$ cat src/rtl/skid_buffer.sv
// Two-entry AXI-Stream register slice. Every output (o_valid, o_ready, o_data)
// comes straight from a flop, so no combinational path crosses the slice.
// Beats are kept in order in an output register and a skid register.
module skid_buffer #(
  parameter int DWIDTH = 8
) (
  input  logic              clk,
  input  logic              rstn,
  input  logic              i_valid,
  input  logic [DWIDTH-1:0] i_data,
  output logic              o_ready,
  output logic              o_valid,
  output logic [DWIDTH-1:0] o_data,
  input  logic              i_ready
);

  typedef enum logic [1:0] {
    ST_EMPTY = 2'd0,
    ST_BUSY  = 2'd1,
    ST_FULL  = 2'd2
  } state_t;

  state_t              state_r;
  state_t              state_nxt_s;
  logic [DWIDTH-1:0]   data_r;
  logic [DWIDTH-1:0]   data_nxt_s;
  logic [DWIDTH-1:0]   skid_r;
  logic [DWIDTH-1:0]   skid_nxt_s;
  logic                valid_r;
  logic                valid_nxt_s;
  logic                ready_r;
  logic                ready_nxt_s;
  logic                ins_s;
  logic                outs_s;

  // Handshakes are qualified only by registered outputs.
  assign ins_s  = i_valid & ready_r;
  assign outs_s = valid_r & i_ready;

  // Next-state, next-storage and next-output computation.
  always_comb begin
    state_nxt_s = state_r;
    data_nxt_s  = data_r;
    skid_nxt_s  = skid_r;
    case (state_r)
      ST_EMPTY: begin
        if (ins_s) begin
          state_nxt_s = ST_BUSY;
          data_nxt_s  = i_data;
        end else begin
          state_nxt_s = ST_EMPTY;
        end
      end
      ST_BUSY: begin
        if (ins_s && !outs_s) begin
          // Sink stalled: park the new beat behind the one on display.
          state_nxt_s = ST_FULL;
          skid_nxt_s  = i_data;
        end else if (ins_s && outs_s) begin
          // Pass-through: occupancy unchanged.
          state_nxt_s = ST_BUSY;
          data_nxt_s  = i_data;
        end else if (outs_s) begin
          state_nxt_s = ST_EMPTY;
        end else begin
          state_nxt_s = ST_BUSY;
        end
      end
      ST_FULL: begin
        if (outs_s) begin
          state_nxt_s = ST_BUSY;
          data_nxt_s  = skid_r;
        end else begin
          state_nxt_s = ST_FULL;
        end
      end
      default: begin
        state_nxt_s = ST_EMPTY;
      end
    endcase
    // Outputs are decoded from the next state so they can be registered.
    valid_nxt_s = (state_nxt_s != ST_EMPTY);
    ready_nxt_s = (state_nxt_s != ST_FULL);
  end

  // State, storage and output registers; reset discards any buffered beats.
  always_ff @(posedge clk or negedge rstn) begin
    if (!rstn) begin
      state_r <= ST_EMPTY;
      data_r  <= {DWIDTH{1'b0}};
      skid_r  <= {DWIDTH{1'b0}};
      valid_r <= 1'b0;
      ready_r <= 1'b0;
    end else begin
      state_r <= state_nxt_s;
      data_r  <= data_nxt_s;
      skid_r  <= skid_nxt_s;
      valid_r <= valid_nxt_s;
      ready_r <= ready_nxt_s;
    end
  end

  assign o_ready = ready_r;
  assign o_valid = valid_r;
  assign o_data  = data_r;

endmodule

$ cat config.mk
export PLATFORM = sky130hd
export DESIGN_NAME = skid_buffer
export DESIGN_NICKNAME = d
export VERILOG_FILES = /design/src/rtl/skid_buffer.sv
export SDC_FILE = /design/constraint.sdc
export NUM_CORES = 1
export LEC_CHECK = 0
export ABC_AREA = 0
export CORE_MARGIN = 2
export CORE_UTILIZATION = 35
export DETAILED_ROUTE_END_ITERATION = 6
export PLACE_DENSITY = 0.57
export SLEW_MARGIN = 15
export SYNTH_ARGS = -nofsm -noshare
export SYNTH_HDL_FRONTEND = slang
export SYNTH_SLANG_ARGS = --single-unit
$ cat constraint.sdc
create_clock -name clk -period 1.9 [get_ports clk]
set_input_delay 0.475 -clock clk [delete_from_list [all_inputs] [get_ports clk]]
set_output_delay 0.475 -clock clk [all_outputs]
set_load 0.02 [all_outputs]
==> results.txt <==
- In this run the post-CTS setup repair buffer count came out at 0.
* Net switching share of the total power: 33.87%
* Post-Synthesis Cells: 62
* Die X: 55.57 um
* Placeable core region: 2500 um^2
* Number of distinct library cells after synthesis: 19
- Global-route wire length before repair: 2746 um
- DP Wirelength: 1142 um
* Post-route minimum period: 1768 ps
- The number of antenna diodes in the final layout is 0.
* Internal reg-to-reg setup slack: 280 ps
- Post-CTS repair changed the size of 0 cells.
* Die height: 55.57 um
- The detail route stage leaves a number of antenna-violating nets equal to 0.
* CTS tree: done
- After detailed routing, the number of vias per cell comes to 4.917.
* Multi-input gate area in the final layout: 419.2 um^2
- Dividing total power by cell area gives a power density of 1530 nW/um^2.
- In this run, the clock network consumes 10.7% of the power.
- Internal power consumption: 1.242 mW
- RSZ-0062 raised after global routing: false
- Die area: 3088 um^2
- In the synthesized netlist the dominant register cell turns out to be sky130_fd_sc_hd__dfrtp_1.
- Yosys top cell area share: 53.76%
* Fin nets: 104
- Number of global-route vias before repair: 540
- Across every metal layer, demand over resource in global routing totals 11.50%.
- In this run the deepest clock path goes through 2 buffers.
- Max capacitance violation total: 0
- In this run the clock root is driven by a sky130_fd_sc_hd__clkbuf_4.
* Fraction of layout instances using a drive strength above 1: 41.11%
* Path type of the worst setup path: register to output pin
- The worst path uses 93.05% of the clock period.
- Number of hold-slack violations in the final timing report: 0
* Sequential group share of total power: 40.3%
* Placement row count: 18
- Max VDD drop: 0.8671 mV
- Hold Worst Slack: 497.2 ps
- Number of levels in the clock H-tree: 1
* Maximum number of pins on one net before global-route repair: 21
- Maximum clock skew at final layout: 1.787 ps
- The later pin in the worst-skew pair is clocked with a latency of 300 ps.
- Worst Tran Pin Value: 338.5 ps
- Ys async rst share: 100.0%
- Total negative slack for setup checks: 0 ps
- Fraction of power consumed by combinational cells: 49.0%
- After the flow finishes, the layout carries non-filler instances totaling 120.
- Setup violations remaining at the end of the flow were counted as 0.
- By area the synthesized netlist is led by sky130_fd_sc_hd__dfrtp_1 54%, sky130_fd_sc_hd__mux2_2 21%, sky130_fd_sc_hd__mux2_4 11%.
- Initial Utilization: 37.24%
- Nature of the critical path endpoint: output pin
* Switching Power: 0.6359 mW
* FF+latch area: 500.5 um^2
- 22 I/O pins were placed.
- Leading area contributor after synthesis: sky130_fd_sc_hd__dfrtp_1
- The total overflow left after global routing is 0.
* Startpoint of the most critical register-to-register path: state_r[0]
- # port buffers: 21
- After synthesis, flip-flops and latches occupy 53.76% of the total area.
- Highest-delay cell along the critical path: sky130_fd_sc_hd__clkdlybuf4s50_1
* Max-Slew Margin vs Limit: 77.38%
- The run finished with clean final reports.
- Counting flops with a built-in enable in the synthesized netlist gives 0.
* Detailed Route Iter0 Violations: 17
- Before CTS, the worst setup slack after placement is -47.89 ps.
- Most used routing layer: met2
- Terminus of the critical flop-to-flop path: o_data[3]
- The count of pins over their slew limit is 0.
- Routability congestion estimate from global placement: 0.6641
* Hold-fix buffers at CTS: 0
- Clock tree synthesis found a total of 20 sinks.
* GR Layer Usage met3: 5.116%
- Post-place instance area: 1205 um^2
- For this design the static power due to leakage is 0.5360 nW.
- For the worst flop-to-flop path, the logic depth is 4.
* Critical path data arrival time: 1290 ps
- Buffers inserted during clock tree synthesis total 3.
- Global routing consumed, on the met1 layer, 15.90% of the routing resources.
- Filler Cell Count: 244
- The worst hold path belongs to the class input pin to asynchronous set/reset pin.
- Total wire length: 1599 um
* Cells after DPL: 117
- In this run the mean area of a mapped cell was 15.01 um^2.
* DRC violation count after routing: 0
- Count leader, synth: sky130_fd_sc_hd__dfrtp_1
- After synthesis the netlist holds a flip-flop and latch count of 20.
* Launching element type of the critical path: register
* Finished layout cell area: 1227 um^2
- Global routing used 16.84% of the available met2 tracks.
* Netlist area before placement: 930.9 um^2
- Broken down by cell family, the worst path's largest delay share belongs to buffers and inverters.
- Worst EP required: 1420 ps
* CP Max Fanout: 3
- Avg WL per Cell: 13.33 um
* Number of vias after detailed routing: 590
* Syn. warnings: 0
* Top cell types by occurrence after synthesis: 20 x sky130_fd_sc_hd__dfrtp_1, 17 x sky130_fd_sc_hd__mux2_2, 7 x sky130_fd_sc_hd__mux2_4
* Cell-by-cell listing of the critical path: clkdlybuf4s50_1
* Final setup slack of the worst path: 132.0 ps
* Maximum single-stage delay on the critical path: 610 ps
- Layout-stage area growth over the synthesis result: 31.86%
* Net count after synthesis: 74
- Together, buffers and inverters on the worst path number 1.
* Peak clock frequency supported by timing: 565.6 MHz
- Initial antenna violation count: 0
* Clock transition at the registers of the reported paths: 110 ps
- TritonRoute pass-1 iters: 4
[power groups by stage]
| stage | Clock, mW | Combinational, mW | Sequential (mW) |
|---|---|---|---|
| after global routing | 0.231 | 0.985 | 0.792 |
| after floorplan | 0 | 0.466 | 0.879 |
| after CTS | 0.215 | 0.933 | 0.762 |
| after global placement | 0 | 0.921 | 0.763 |
| after detailed placement | 0 | 0.929 | 0.771 |
| final | 0.202 | 0.920 | 0.757 |
[through the flow]
stage,util (%),power [mW]
floorplan,-,1.345
global placement,48.20,1.684
detailed placement,48.20,1.700
CTS,49.10,1.910
global route,49.10,2.009
finish,49.10,1.878
[how the worst max path moves through the flow]
stage / depth (start not counted) / end / from
after floorplan: 4 / o_data[0] / i_valid
after global placement: 5 / o_data[0] / i_valid
after detailed placement: 5 / o_data[1] / i_valid
after CTS: 1 / o_valid / o_valid
after global routing: 1 / o_valid / o_valid
final: 1 / o_valid / o_valid
[routing by layer]
layer  up-vias  share of wire [%]
li1        281                  -
met1       293                 47
met2        16                 47
met3         0                5.9
met4         0                  0
met5         -                  0
[logic make-up (layout without fill, tap and decap cells)]
| kind of cell | after synthesis | count (layout) | synth area share (%) |
|---|---|---|---|
| buffers and inverters | 1 | 29 | 1.210 |
| DFF | 20 | 20 | 53.76 |
| AOI/OAI and AO/OA | 8 | 8 | 7.259 |
| and+or+nand+nor | 9 | 9 | 5.913 |
| muxes | 24 | 24 | 31.85 |
[layout make-up]
cell class                 count  area share [%]
sequential                    20           40.77
multi-input combinational     41           34.15
timing repair buffer          26           20.18
tap                           30           3.058
clock buffer                   3           1.835
[registers in the layout (all words and copies together), names as in the netlist]
signal	flops
o_data	8
o_ready	1
o_valid	1
skid_r	8
state_r	2
[placed cells by master (no fill, tap or decap), drive strengths merged, types with 2 or more instances in the layout]
cell type / netlist / routed
mux2: 24 / 24
clkbuf: 0 / 3
o21ai: 2 / 2
dfrtp: 20 / 20
a21oi: 2 / 2
nand2: 3 / 3
nand3: 2 / 2
buf: 1 / 5
clkdlybuf4s50: 0 / 21
No activity file was read; power rests on OpenSTA's default activity.
